`config.mk`:
```
export PLATFORM = sky130hd
export DESIGN_NAME = rgmii_idelay_tap_ctrl
export DESIGN_NICKNAME = d
export VERILOG_FILES = /design/src/rtl/rgmii_idelay_tap_ctrl.sv
export SDC_FILE = /design/constraint.sdc
export NUM_CORES = 1
export LEC_CHECK = 0
export BUFFER_PORTS_ARGS = -buffer_cell sky130_fd_sc_hd__clkbuf_2
export CAP_MARGIN = 0
export CELL_PAD_IN_SITES_DETAIL_PLACEMENT = 1
export CELL_PAD_IN_SITES_GLOBAL_PLACEMENT = 1
export CORE_MARGIN = 3
export CORE_UTILIZATION = 34
export DETAILED_ROUTE_END_ITERATION = 8
export PLACE_DENSITY = 0.76
export REMOVE_ABC_BUFFERS = 1
export SYNTH_ARGS = -nofsm -noshare
export SYNTH_HDL_FRONTEND = slang
export SYNTH_SLANG_ARGS = --single-unit
```
`constraint.sdc`:
```
create_clock -name clk_i -period 2.55 [get_ports clk_i]
set_input_delay 0.765 -clock clk_i [delete_from_list [all_inputs] [get_ports clk_i]]
set_output_delay 0.765 -clock clk_i [all_outputs]
set_load 0.02 [all_outputs]
```
`src/rtl/rgmii_idelay_tap_ctrl.sv`:
```
// rgmii_idelay_tap_ctrl
// Brings up the RGMII RX input-delay path: holds IDELAYCTRL in reset, waits
// for RDY, loads init_tap_p into each IDELAYE2 lane (VAR_LOAD) one lane at a
// time, and verifies each load through CNTVALUEOUT readback. Afterwards it
// accepts runtime tap updates through a valid/ready port. Losing RDY restarts
// the whole bring-up; a readback mismatch or RDY timeout parks it in ERROR
// until reset_i.
//
// Ports
//   clk_i, reset_i      200 MHz IDELAY reference clock, sync active-high reset
//   idelayctrl_rst_o    IDELAYCTRL RST
//   idelayctrl_rdy_i    IDELAYCTRL RDY
//   ld_o                per-lane IDELAYE2 LD (one-hot or zero)
//   cntvaluein_o        CNTVALUEIN shared by all lanes
//   cntvalueout_i       CNTVALUEOUT, lane n at [n*tap_width_p +: tap_width_p]
//   cfg_v_i/cfg_lane_i/cfg_tap_i/cfg_ready_o   runtime tap-update request
//   calib_done_o        all lanes loaded and verified, controller idle
//   error_o, err_lane_o sticky error flag and lane of first mismatch
module rgmii_idelay_tap_ctrl #(
    parameter int unsigned lanes_p           = 5,
    parameter int unsigned tap_width_p       = 5,
    parameter int unsigned init_tap_p        = 0,
    parameter int unsigned rst_hold_cycles_p = 16,
    parameter int unsigned settle_cycles_p   = 4,
    parameter int unsigned rdy_timeout_p     = 1024
) (
    input  logic                             clk_i,
    input  logic                             reset_i,
    output logic                             idelayctrl_rst_o,
    input  logic                             idelayctrl_rdy_i,
    output logic [lanes_p-1:0]               ld_o,
    output logic [tap_width_p-1:0]           cntvaluein_o,
    input  logic [lanes_p*tap_width_p-1:0]   cntvalueout_i,
    input  logic                             cfg_v_i,
    input  logic [$clog2(lanes_p)-1:0]       cfg_lane_i,
    input  logic [tap_width_p-1:0]           cfg_tap_i,
    output logic                             cfg_ready_o,
    output logic                             calib_done_o,
    output logic                             error_o,
    output logic [$clog2(lanes_p)-1:0]       err_lane_o
);

    localparam int unsigned lane_w_lp     = $clog2(lanes_p);
    localparam int unsigned lane_cmp_w_lp = lane_w_lp + 1;
    localparam int unsigned max_a_lp      = (rst_hold_cycles_p > settle_cycles_p) ?
                                            rst_hold_cycles_p : settle_cycles_p;
    localparam int unsigned max_cnt_lp    = (max_a_lp > rdy_timeout_p) ? max_a_lp : rdy_timeout_p;
    localparam int unsigned cnt_w_lp      = $clog2(max_cnt_lp + 1);

    // ST_INIT_LOAD is a reserved encoding: bring-up loads run through ST_LOAD
    // with init_q set so both paths share the LOAD/SETTLE/CHECK sequence.
    typedef enum logic [2:0] {
        ST_RST_HOLD  = 3'd0,
        ST_WAIT_RDY  = 3'd1,
        ST_INIT_LOAD = 3'd2,
        ST_LOAD      = 3'd3,
        ST_SETTLE    = 3'd4,
        ST_CHECK     = 3'd5,
        ST_IDLE      = 3'd6,
        ST_ERROR     = 3'd7
    } state_e;

    state_e                  state_q, state_d;
    logic [cnt_w_lp-1:0]     cnt_q, cnt_d;
    logic [lane_w_lp-1:0]    lane_q, lane_d;
    logic [tap_width_p-1:0]  tap_q, tap_d;
    logic                    init_q, init_d;
    logic                    rst_q, rst_d;
    logic [lanes_p-1:0]      ld_q, ld_d;
    logic                    ready_q, ready_d;
    logic                    done_q, done_d;
    logic                    err_q, err_d;
    logic [lane_w_lp-1:0]    err_lane_q, err_lane_d;

    logic [tap_width_p-1:0]  readback_c;
    logic                    cfg_lane_ok_c;

    // Readback slice of the lane currently being loaded.
    always_comb begin
        readback_c = '0;
        for (int n = 0; n < int'(lanes_p); n++) begin
            if (lane_q == lane_w_lp'(n)) begin
                readback_c = cntvalueout_i[n*tap_width_p +: tap_width_p];
            end
        end
    end

    assign cfg_lane_ok_c = ({1'b0, cfg_lane_i} < lane_cmp_w_lp'(lanes_p));

    // Next-state and registered-output logic.
    always_comb begin
        state_d    = state_q;
        cnt_d      = '0;
        lane_d     = lane_q;
        tap_d      = tap_q;
        init_d     = init_q;
        err_d      = err_q;
        err_lane_d = err_lane_q;

        case (state_q)
            ST_RST_HOLD: begin
                cnt_d = cnt_q + cnt_w_lp'(1);
                if (cnt_q == cnt_w_lp'(rst_hold_cycles_p - 1)) begin
                    state_d = ST_WAIT_RDY;
                end
            end
            ST_WAIT_RDY: begin
                cnt_d = cnt_q + cnt_w_lp'(1);
                if (idelayctrl_rdy_i) begin
                    state_d = ST_LOAD;
                    lane_d  = '0;
                    tap_d   = tap_width_p'(init_tap_p);
                    init_d  = 1'b1;
                end else if (cnt_q == cnt_w_lp'(rdy_timeout_p - 1)) begin
                    state_d    = ST_ERROR;
                    err_d      = 1'b1;
                    err_lane_d = '0;
                end
            end
            ST_LOAD: begin
                if (!idelayctrl_rdy_i) begin
                    state_d = ST_RST_HOLD;
                end else begin
                    state_d = ST_SETTLE;
                end
            end
            ST_SETTLE: begin
                cnt_d = cnt_q + cnt_w_lp'(1);
                if (!idelayctrl_rdy_i) begin
                    state_d = ST_RST_HOLD;
                end else if (cnt_q == cnt_w_lp'(settle_cycles_p - 1)) begin
                    state_d = ST_CHECK;
                end
            end
            ST_CHECK: begin
                if (!idelayctrl_rdy_i) begin
                    state_d = ST_RST_HOLD;
                end else if (readback_c != tap_q) begin
                    state_d    = ST_ERROR;
                    err_d      = 1'b1;
                    err_lane_d = lane_q;
                end else if (init_q && (lane_q != lane_w_lp'(lanes_p - 1))) begin
                    state_d = ST_LOAD;
                    lane_d  = lane_q + lane_w_lp'(1);
                    tap_d   = tap_width_p'(init_tap_p);
                end else begin
                    state_d = ST_IDLE;
                    init_d  = 1'b0;
                end
            end
            ST_IDLE: begin
                if (!idelayctrl_rdy_i) begin
                    state_d = ST_RST_HOLD;
                end else if (cfg_v_i && cfg_lane_ok_c) begin
                    // Out-of-range lanes still handshake but are dropped here.
                    state_d = ST_LOAD;
                    lane_d  = cfg_lane_i;
                    tap_d   = cfg_tap_i;
                end
            end
            ST_ERROR: begin
                state_d = ST_ERROR;
            end
            default: begin
                state_d = ST_RST_HOLD;
            end
        endcase

        // Every counter restarts from zero on state entry.
        if (state_d != state_q) begin
            cnt_d = '0;
        end

        rst_d   = (state_d == ST_RST_HOLD);
        ready_d = (state_d == ST_IDLE);
        done_d  = (state_d == ST_IDLE);
        for (int n = 0; n < int'(lanes_p); n++) begin
            ld_d[n] = (state_d == ST_LOAD) && (lane_d == lane_w_lp'(n));
        end
    end

    // State and output registers.
    always_ff @(posedge clk_i) begin
        if (reset_i) begin
            state_q    <= ST_RST_HOLD;
            cnt_q      <= '0;
            lane_q     <= '0;
            tap_q      <= '0;
            init_q     <= 1'b0;
            rst_q      <= 1'b1;
            ld_q       <= '0;
            ready_q    <= 1'b0;
            done_q     <= 1'b0;
            err_q      <= 1'b0;
            err_lane_q <= '0;
        end else begin
            state_q    <= state_d;
            cnt_q      <= cnt_d;
            lane_q     <= lane_d;
            tap_q      <= tap_d;
            init_q     <= init_d;
            rst_q      <= rst_d;
            ld_q       <= ld_d;
            ready_q    <= ready_d;
            done_q     <= done_d;
            err_q      <= err_d;
            err_lane_q <= err_lane_d;
        end
    end

    assign idelayctrl_rst_o = rst_q;
    assign ld_o             = ld_q;
    assign cntvaluein_o     = tap_q;
    assign cfg_ready_o      = ready_q;
    assign calib_done_o     = done_q;
    assign error_o          = err_q;
    assign err_lane_o       = err_lane_q;

endmodule

```
==> results.yml, run 1 <==
flow_run:
  maxCapViolations: 0
floorplan:
  start_util_pct: 35.9
  ios: 54
  die-area_mm2: 0.00687
  num_rows: 27
  core_mm2: 0.00561
  die_h_um: 82.9
  die_w_um: 82.9
cts:
  insertion_delay_ps: 290
  cts_buffer_depth: 2
  cts.reportedPaths.clkPinSlew_ps: 70
  tritoncts: "yes"
  cts_root_buf: "clkbuf_8"
  numCtsBuffers: 5
  holdBufCountCts: 0
  cts-htree-levels: 2
  clkSinkCount: 34
sta:
  rsz0062_at_grt: "yes"
  drv_slew: 0
  worst_pin_slew_ps: 540
  fin_crit_ps: 2550
  fmax_mhz: 392
  skew_ps: 5.61
  setup_ws_ps: 0.426
  slew_headroom_pct: 63.6
  holdWs_ps: 465
  hold_violations: 0
  setup_viol: 0
  period_share_pct: 100
synth:
  synthFlopType: "dfxtp_1"
  async_flop_share_pct: 0
  synth_edf_count: 0
  ys_warn_count: 0
  synthAdderAreaFrac_pct: 3.73
  ys_types: 56
  synthXorXnorAreaFrac_pct: 3.92
  synth_top_family_by_area: "simple AND/OR/NAND/NOR gates"
  synth_compound_area_share_pct: 22.0
  syn_area_mm2: 0.00201
  yosys.area_share.simple_pct: 29.3
  muxShareOfSynthArea_pct: 2.05
  synth-seq-cells: 34
  seq_area_frac_synth_pct: 33.9
  synth_area_per_cell_um2: 8.41
  netlist_instances: 239
critical_path:
  critical_path_arrival_ps: 2720
  critPathCaptureType: "register"
  ff2ff_setup_slack_ps: 0.4
  critPathMaxFanout: 7
  worstSetupPathType: "register to register"
  r2r_start: "lane_q[1]"
  reg2reg_to: "cntvaluein_o[4]"
  critPathLaunch: "lane_q[1]"
  cp.required_ps: 2720
  setup.worst_path.start_class: "register"
  reg2regPathDepth: 10
global_routing:
  globalRouteMet1Util_pct: 23.0
  grtUsageMet2_pct: 32.4
  grt_start_max_net_pins: 15
  grt_use_met3_pct: 4.07
  grt_pass1_vias: 2216
  grt_pass1_wl_um: 10800
  grt_util_all_layers_pct: 18.9
  grt_remaining_overflow: 0
  antenna_found_initial: 0
  top_usage_layer: "met2"
drt:
  ant_nets: 0
  via_count: 2106
  routedWlPerCell_um: 16.5
  firstDrtPassIters: 4
  drc: 0
  routed_wl_um: 6400
  drtIter0Drc: 66
  viasPerCell: 5.44
hold_path:
  whs_path_depth: 1
  hold_class: "register to register"
  hold-path-endpoint: "cnt_q[0]"
  min_from: "cnt_q[0]"
power:
  peakVddDrop_mv: 0.378
  power_density_mw_per_mm2: 380
  p_leak_nw: 1.16
place:
  dpl_worst_slack_ps: -281
  hpwl_um: 4750
  placement.io_buffers: 53
  place_area_mm2: 0.00248
  gp_congestion: 0.814
cells_and_area:
  drive_gt1_share_pct: 37.1
  antenna-diode-count: 0
  final_area_mm2: 0.00273
  nNetsFinal: 357
  syn2layout_area_growth_pct: 35.9
outcome:
  status: "complete, no violations"
how the worst max path moves through the flow:
stage	endpoint	slack (ps)	cells after the start
floorplan	ld_o[4]	-130	9
global placement	ld_o[2]	-200	8
detailed placement	ld_o[2]	-280	8
CTS	cntvaluein_o[2]	-20	10
global route	err_lane_o[1]	-110	10
finish	cntvaluein_o[4]	0.4	10
cell usage after synthesis, drive strengths merged (2+ instances only):
cell	number	share of area [%]
o31ai	2	0.75
a31o	3	1.3
a211oi	4	1.5
o211a	2	1.0
nor2	26	4.9
and3b	2	0.87
and4	4	1.7
or3	2	0.62
nand3	8	2.0
nor4b	2	0.87
a22o	5	2.2
ha	6	3.7
o21ai	9	2.8
inv	11	2.1
a21o	3	1.1
xor2	7	3.0
nand3b	8	3.0
a221oi	2	0.87
o211ai	4	2.2
nor4	3	1.6
nand2	16	3.0
o21a	3	1.1
a21oi	10	2.5
and2	6	1.9
buf	4	1.4
nand4	8	2.5
nor3	3	0.75
xnor2	2	0.87
mux2i	3	1.5
clkbuf	9	1.7
a2111o	2	1.1
dfxtp	34	34
nor3b	2	0.75
nor2b	3	0.93
and3	8	2.6
a221o	2	1.0
flip-flops by register name, summed over array words and instances, names as in the netlist:
register	cells
cnt_q	11
cntvaluein_o	5
ld_o	5
err_lane_o	3
lane_q	3
state_q	3
calib_done_o	1
error_o	1
idelayctrl_rst_o	1
init_q	1
cells by family after synthesis:
kind of cell | count (synthesis)
fa+ha+maj | 6
buf+inv | 24
compound gates | 57
xor+xnor | 9
flops | 34
mux | 4
simple gates | 105
metrics by stage:
step	cells	TNS, ps	power [mW]	util, %
floorplan	226	-770	0.579	-
global placement	373	-2070	0.628	44.2
detailed placement	373	-2630	0.630	44.2
CTS	383	-44.8	1.05	47.6
global route	387	-975	1.08	48.7
finish	387	0	1.04	48.7
per-layer routing:
| layer | part of all wire (%) | wire length, um | vias up |
|---|---|---|---|
| met1 | 46 | 2920 | 1025 |
| li1 | - | - | 1024 |
| met4 | 1.9 | 122 | 0 |
| met5 | 0 | 0 | - |
| met2 | 49 | 3110 | 44 |
| met3 | 3.8 | 246 | 13 |
cells in the final DEF (no fill, tap or decap), types with 3 or more instances in the layout:
cell	netlist	routed
clkbuf_2	1	53
dfxtp_1	34	32
nor2_1	26	25
buf_4	1	25
nand2_1	16	16
inv_1	11	9
a21oi_1	10	9
nand3_1	8	8
nand3b_1	8	8
nand4_1	8	8
xor2_1	7	7
o21ai_0	8	6
and2_1	6	6
clkbuf_8	0	6
and3_1	6	5
a22o_1	5	5
ha_4	0	4
and4_1	4	3
o211ai_1	3	3
nor2b_1	3	3
a211oi_1	4	3
a21o_1	3	3
nor3_1	3	3
o21a_1	3	3
and3_2	2	3
mux2i_1	3	3
report_power, final:
part	internal (mW)	switching, mW	total, mW
Combinational	0.0440	0.0420	0.0860
Sequential	0.534	0.00446	0.538
Clock	0.218	0.196	0.414
Total	0.796	0.243	1.04
cell type report:
| type | count | area [um^2] |
|---|---|---|
| Clock inverter | 1 | 5.00 |
| Tap cell | 72 | 90.1 |
| Sequential cell | 34 | 686 |
| Fill cell | 728 | 2880 |
| Multi-Input combinational cell | 181 | 1330 |
| Clock buffer | 7 | 86.3 |
| Inverter | 11 | 41.3 |
| Timing Repair Buffer | 81 | 495 |
what timing repair did:
| action | CTS | global route |
|---|---|---|
| pin swaps | 4 | 4 |
| gates resized for setup | 19 | 12 |
| endpoints found under the setup margin | 18 | 19 |
| buffers inserted | 2 | 4 |
worst max-delay path, stage by stage, from the launching register on:
cell and delay (ps):
dfxtp_4 360, ha_4 160, ha_4 160, buf_6 120, a31o_1 180, or3_4 370, a221o_2 460, o21ai_4 240
buf_12 150, mux2i_1 180, nor2_1 50
No activity file was read; power rests on OpenSTA's default activity.
==> inputs of run 2 (changes only) <==
--- a/config.mk
+++ b/config.mk
@@ -10,9 +10,10 @@
 export CELL_PAD_IN_SITES_DETAIL_PLACEMENT = 1
 export CELL_PAD_IN_SITES_GLOBAL_PLACEMENT = 1
 export CORE_MARGIN = 3
-export CORE_UTILIZATION = 34
+export CORE_UTILIZATION = 36
+export CTS_BUF_LIST = sky130_fd_sc_hd__clkbuf_2 sky130_fd_sc_hd__clkbuf_4 sky130_fd_sc_hd__clkbuf_8
 export DETAILED_ROUTE_END_ITERATION = 8
-export PLACE_DENSITY = 0.76
+export PLACE_DENSITY = 0.79
 export REMOVE_ABC_BUFFERS = 1
 export SYNTH_ARGS = -nofsm -noshare
 export SYNTH_HDL_FRONTEND = slang
==> results.yml, run 2 (synthesized netlist as in run 1, its figures left out) <==
sta:
  finalSetupTns_ps: -649
  fmax_mhz: 381
  period_share_pct: 103
  slew_headroom_pct: 61.8
  rsz0062_at_grt: "yes"
  worst_pin_slew_ps: 568
  setup_ws_ps: -72.8
  drv_slew: 0
  fin_crit_ps: 2620
  setup_viol: 14
  holdWs_ps: 462
  hold_violations: 0
  skew_ps: 7.64
drt:
  firstDrtPassIters: 4
  viasPerCell: 5.55
  routedWlPerCell_um: 17.1
  via_count: 2164
  routed_wl_um: 6680
  drtIter0Drc: 87
  wl_met3_um: 323
  ant_nets: 0
  highest_layer: "met4"
  drt-met1-wl_um: 2890
  drc: 0
  wl_met2_um: 3330
cts:
  clkSinkCount: 34
  cts.reportedPaths.clkPinSlew_ps: 70
  insertion_delay_ps: 280
  cts_buffer_depth: 2
  cts-htree-levels: 2
  cts_root_buf: "clkbuf_8"
  tritoncts: "yes"
  numCtsBuffers: 5
critical_path:
  path_cells: "ha_4 -> ha_4 -> buf_6 -> a22o_1 -> a21o_1 -> o211ai_1 -> buf_4 -> and4_4 -> a41o_1 -> nand4_1 -> nor3b_1"
  crit_top_cell: "ha_4"
  cp_top_family: "compound AO/OA/AOI/OAI gates"
  critical_path_arrival_ps: 2830
  crit_buf_inv: 2
  critPathMaxFanout: 5
  ff2ff_setup_slack_ps: -70
  slowest_delay_ps: 370
  cp.required_ps: 2760
  worstSetupPathType: "register to register"
  setup.worst_path.start_class: "register"
  slowest_stage: "dfxtp_4"
  critPathCaptureType: "register"
cells_and_area:
  nNetsFinal: 362
  layout_common_cells: "clkbuf_2, dfxtp_1, buf_4, nor2_1, nand2_1"
  largest_register: "cnt_q"
  drive_gt1_share_pct: 38.8
  syn2layout_area_growth_pct: 39.6
  antenna-diode-count: 0
  final_area_mm2: 0.00281
  final_common_cell: "clkbuf_2"
  largest_reg_flops: 11
floorplan:
  die_w_um: 80.7
  num_rows: 26
  die_h_um: 80.7
  start_util_pct: 38.4
  ios: 54
  core_mm2: 0.00524
  die-area_mm2: 0.00652
hold_path:
  hold_class: "register to register"
outcome:
  status: "complete, but fails checks"
  failed_checks: "negative setup slack"
place:
  gp_congestion: 0.823
  place_area_mm2: 0.00251
  placement.io_buffers: 53
  hpwl_um: 4780
power:
  power.total_mw: 1.05
  power_density_mw_per_mm2: 372
  p_leak_nw: 1.19
  peakVddDrop_mv: 0.250
global_routing:
  antenna_found_initial: 0
  grt_util_all_layers_pct: 20.9
  grt_start_max_net_pins: 15
  grt_remaining_overflow: 0
  grt_pass1_wl_um: 10700
  grt_pass1_vias: 2232
flow_run:
  maxCapViolations: 0
run 2: cell types whose count changed in the layout (fill, tap and decap cells not counted), sizes merged:
cell and delta:
buf +5
run 2: worst register-to-register path, delay by kind of cell (launching register included):
| family | cells | cell delay (ps) |
|---|---|---|
| AO/OA/AOI/OAI | 4 | 870 |
| buffers and inverters | 2 | 300 |
| flip-flops | 1 | 370 |
| adder cells (fa/ha/maj) | 2 | 320 |
| AND/OR/NAND/NOR | 3 | 670 |
run 2: final timing paths:
| kind | startpoint | to | cells after the start |
|---|---|---|---|
| max | lane_q[1] | ld_o[2] | 11 |
| min | cnt_q[0] | cnt_q[0] | 1 |
| max reg2reg | lane_q[1] | ld_o[2] | 11 |
| min reg2reg | cnt_q[0] | cnt_q[0] | 1 |
run 2: layout make-up:
type | instances | area, um^2
inverter | 11 | 46.3
clock buffer | 7 | 90.1
fill | 652 | 2430
timing repair buffer | 86 | 533
tap | 70 | 87.6
clock inverter | 1 | 5.00
sequential | 34 | 688
multi-input combinational | 181 | 1360
run 2: per-layer routing:
layer | track usage [%] | vias to the layer above
li1 | - | 1039
met1 | 25.6 | 1041
met2 | 37.4 | 65
met3 | 3.66 | 19
met4 | 5.91 | 0
met5 | 0 | -
run 2: power by group:
group	leakage [nW]	switching [mW]	internal (mW)	total [mW]
Sequential	0.276	0.00423	0.533	0.537
Clock	0.0517	0.192	0.228	0.421
Combinational	0.859	0.0430	0.0445	0.0875
Total	1.19	0.239	0.806	1.05
run 2: through the flow:
stage / instances / utilization [%] / setup slack, ps
floorplan: 226 / - / -130
global route: 390 / 53.6 / -225
detailed placement: 375 / 47.9 / -279
finish: 390 / 53.6 / -72.8
CTS: 386 / 52.2 / -26.6
global placement: 375 / 47.9 / -206
run 2: timing repair:
item | 4_1_cts | 5_1_grt
resized for setup | 27 | 11
setup endpoints to repair | 18 | 18
buffers inserted | 3 | 4
pin swaps | 8 | 13
hold buffers | 0 | 0
==> inputs of run 3 (changes only) <==
==> constraint.sdc (replaced) <==
create_clock -name clk_i -period 2.22 [get_ports clk_i]
set_input_delay 0.666 -clock clk_i [delete_from_list [all_inputs] [get_ports clk_i]]
set_output_delay 0.666 -clock clk_i [all_outputs]
set_load 0.02 [all_outputs]
==> results.yml, run 3 (synthesized netlist as in run 1, its figures left out) <==
power:
  p_int_uw: 937
  power.total_mw: 1.24
  p_leak_nw: 1.32
  p_switching_uw: 301
  power_density_mw_per_mm2: 405
  peakVddDrop_mv: 0.304
  p_seq_share_pct: 49.8
  p_sw_share_pct: 24.3
  p_clk_share_pct: 40.6
  p_comb_share_pct: 9.6
sta:
  skew_ps: 6.97
  slew_headroom_pct: 71.9
  fmax_mhz: 370
  setup_ws_ps: -481
  rsz0062_at_grt: "yes"
  setup_viol: 21
  hold_violations: 0
  worst_pin_slew_ps: 417
  finalSetupTns_ps: -7190
  drv_slew: 0
  fin_crit_ps: 2700
  period_share_pct: 122
hold_path:
  hold_class: "register to register"
  whs_path_depth: 1
  hold-path-endpoint: "cnt_q[0]"
  min_from: "cnt_q[0]"
drt:
  drc: 0
  routed_wl_um: 8050
  ant_nets: 0
  viasPerCell: 5.58
  wl_met3_um: 274
  firstDrtPassIters: 4
  drtIter0Drc: 85
  routedWlPerCell_um: 19.4
  drt-met1-wl_um: 3270
  via_count: 2317
  wl_met2_um: 4280
  highest_layer: "met4"
global_routing:
  grt_pass1_vias: 2491
  grt_remaining_overflow: 0
  grt_pass1_wl_um: 11800
  grt_util_all_layers_pct: 23.6
  grt_start_max_net_pins: 12
  antenna_found_initial: 0
floorplan:
  ios: 54
  start_util_pct: 38.4
  die_w_um: 80.7
  core_mm2: 0.00524
  die_h_um: 80.7
  num_rows: 26
  die-area_mm2: 0.00652
critical_path:
  slowest_delay_ps: 380
  path_cells: "ha_4 -> ha_4 -> buf_6 -> a22o_1 -> a21o_1 -> o211ai_1 -> nand4_1 -> buf_4 -> o21ai_4 -> buf_12 -> mux2i_1 -> nor2_1"
  reg2reg_to: "cntvaluein_o[2]"
  crit_top_cell: "ha_4"
  critical_path_arrival_ps: 2880
  ff2ff_setup_slack_ps: -480
  reg2regPathDepth: 12
  setup.worst_path.start_class: "register"
  cp_top_family: "compound AO/OA/AOI/OAI gates"
  worstSetupPathType: "register to register"
  critPathCaptureType: "register"
  r2r_start: "lane_q[1]"
  crit_buf_inv: 3
  cp.required_ps: 2390
  slowest_stage: "dfxtp_4"
  critPathMaxFanout: 7
cts:
  insertion_delay_ps: 290
  cts-htree-levels: 2
  numCtsBuffers: 5
  tritoncts: "yes"
  clkSinkCount: 34
  cts_root_buf: "clkbuf_8"
  holdBufCountCts: 0
  cts_buffer_depth: 2
  cts.reportedPaths.clkPinSlew_ps: 80
cells_and_area:
  final_area_mm2: 0.00306
  antenna-diode-count: 0
  fillers: 630
  register_area_um2: 688
  nNetsFinal: 387
  final_common_cell: "clkbuf_2"
  drive_gt1_share_pct: 45.8
  fin_util_pct: 58.4
  largest_register: "cnt_q"
  multiInputGateArea_mm2: 0.00141
  largest_reg_flops: 11
  layout_common_cells: "clkbuf_2, buf_4, dfxtp_1, nor2_1, nand2_1"
  syn2layout_area_growth_pct: 52.2
place:
  hpwl_um: 5010
  gp_congestion: 0.826
  dpl_worst_slack_ps: -595
  placement.io_buffers: 53
  place_area_mm2: 0.00264
outcome:
  failed_checks: "negative setup slack"
  status: "complete, but fails checks"
flow_run:
  maxCapViolations: 0
[run 3: cell types whose count changed in the layout (fill, tap and decap cells not counted), sizes merged]
cell | before | now
buf | 33 | 58
[run 3: stage by stage]
step / cells / hold WS [ps]
final: 415 / 477
after CTS: 407 / 477
after floorplan: 226 / 426
after detailed placement: 393 / 460
after global routing: 415 / 505
after global placement: 393 / 438
[run 3: routing by layer]
metal  vias to the layer above  global-route usage, %
li1                       1093                      -
met1                      1148                   25.0
met2                        56                   45.7
met3                        20                   4.66
met4                         0                   8.45
met5                         -                      0
[run 3: worst max-delay path by stage]
| stage | start | to | slack [ps] | depth (start not counted) |
|---|---|---|---|---|
| floorplan | lane_q[0] | ld_o[4] | -460 | 9 |
| global placement | cntvalueout_i[24] | ld_o[2] | -430 | 8 |
| detailed placement | lane_q[0] | ld_o[4] | -590 | 9 |
| CTS | lane_q[0] | cntvaluein_o[4] | -380 | 10 |
| global route | lane_q[1] | cntvaluein_o[2] | -530 | 12 |
| finish | lane_q[1] | cntvaluein_o[2] | -480 | 12 |
[run 3: power by group through the flow]
stage | registers (mW) | logic (mW) | clock network [mW]
3_5_place_dp | 0.633 | 0.0944 | 0
5_1_grt | 0.618 | 0.130 | 0.536
3_3_place_gp | 0.633 | 0.0912 | 0
6_report | 0.617 | 0.119 | 0.502
4_1_cts | 0.617 | 0.101 | 0.503
2_1_floorplan | 0.632 | 0.0330 | 0
[run 3: timing repair]
| action | in CTS | in global routing |
|---|---|---|
| buffers inserted | 7 | 7 |
| cloned | 0 | 1 |
| hold endpoints to repair | 0 | 0 |
| pin swaps | 17 | 18 |
| endpoints found under the setup margin | 21 | 22 |
| resized for setup | 33 | 21 |
[run 3: area by class of cell]
cell class / count / area share [%]
well taps: 70 / 2.86
repair buffers: 111 / 24.0
inverters: 11 / 1.51
clock inverters: 1 / 0.164
multi-input cells: 181 / 46.1
clock buffers: 7 / 2.94
flip-flops and latches: 34 / 22.5
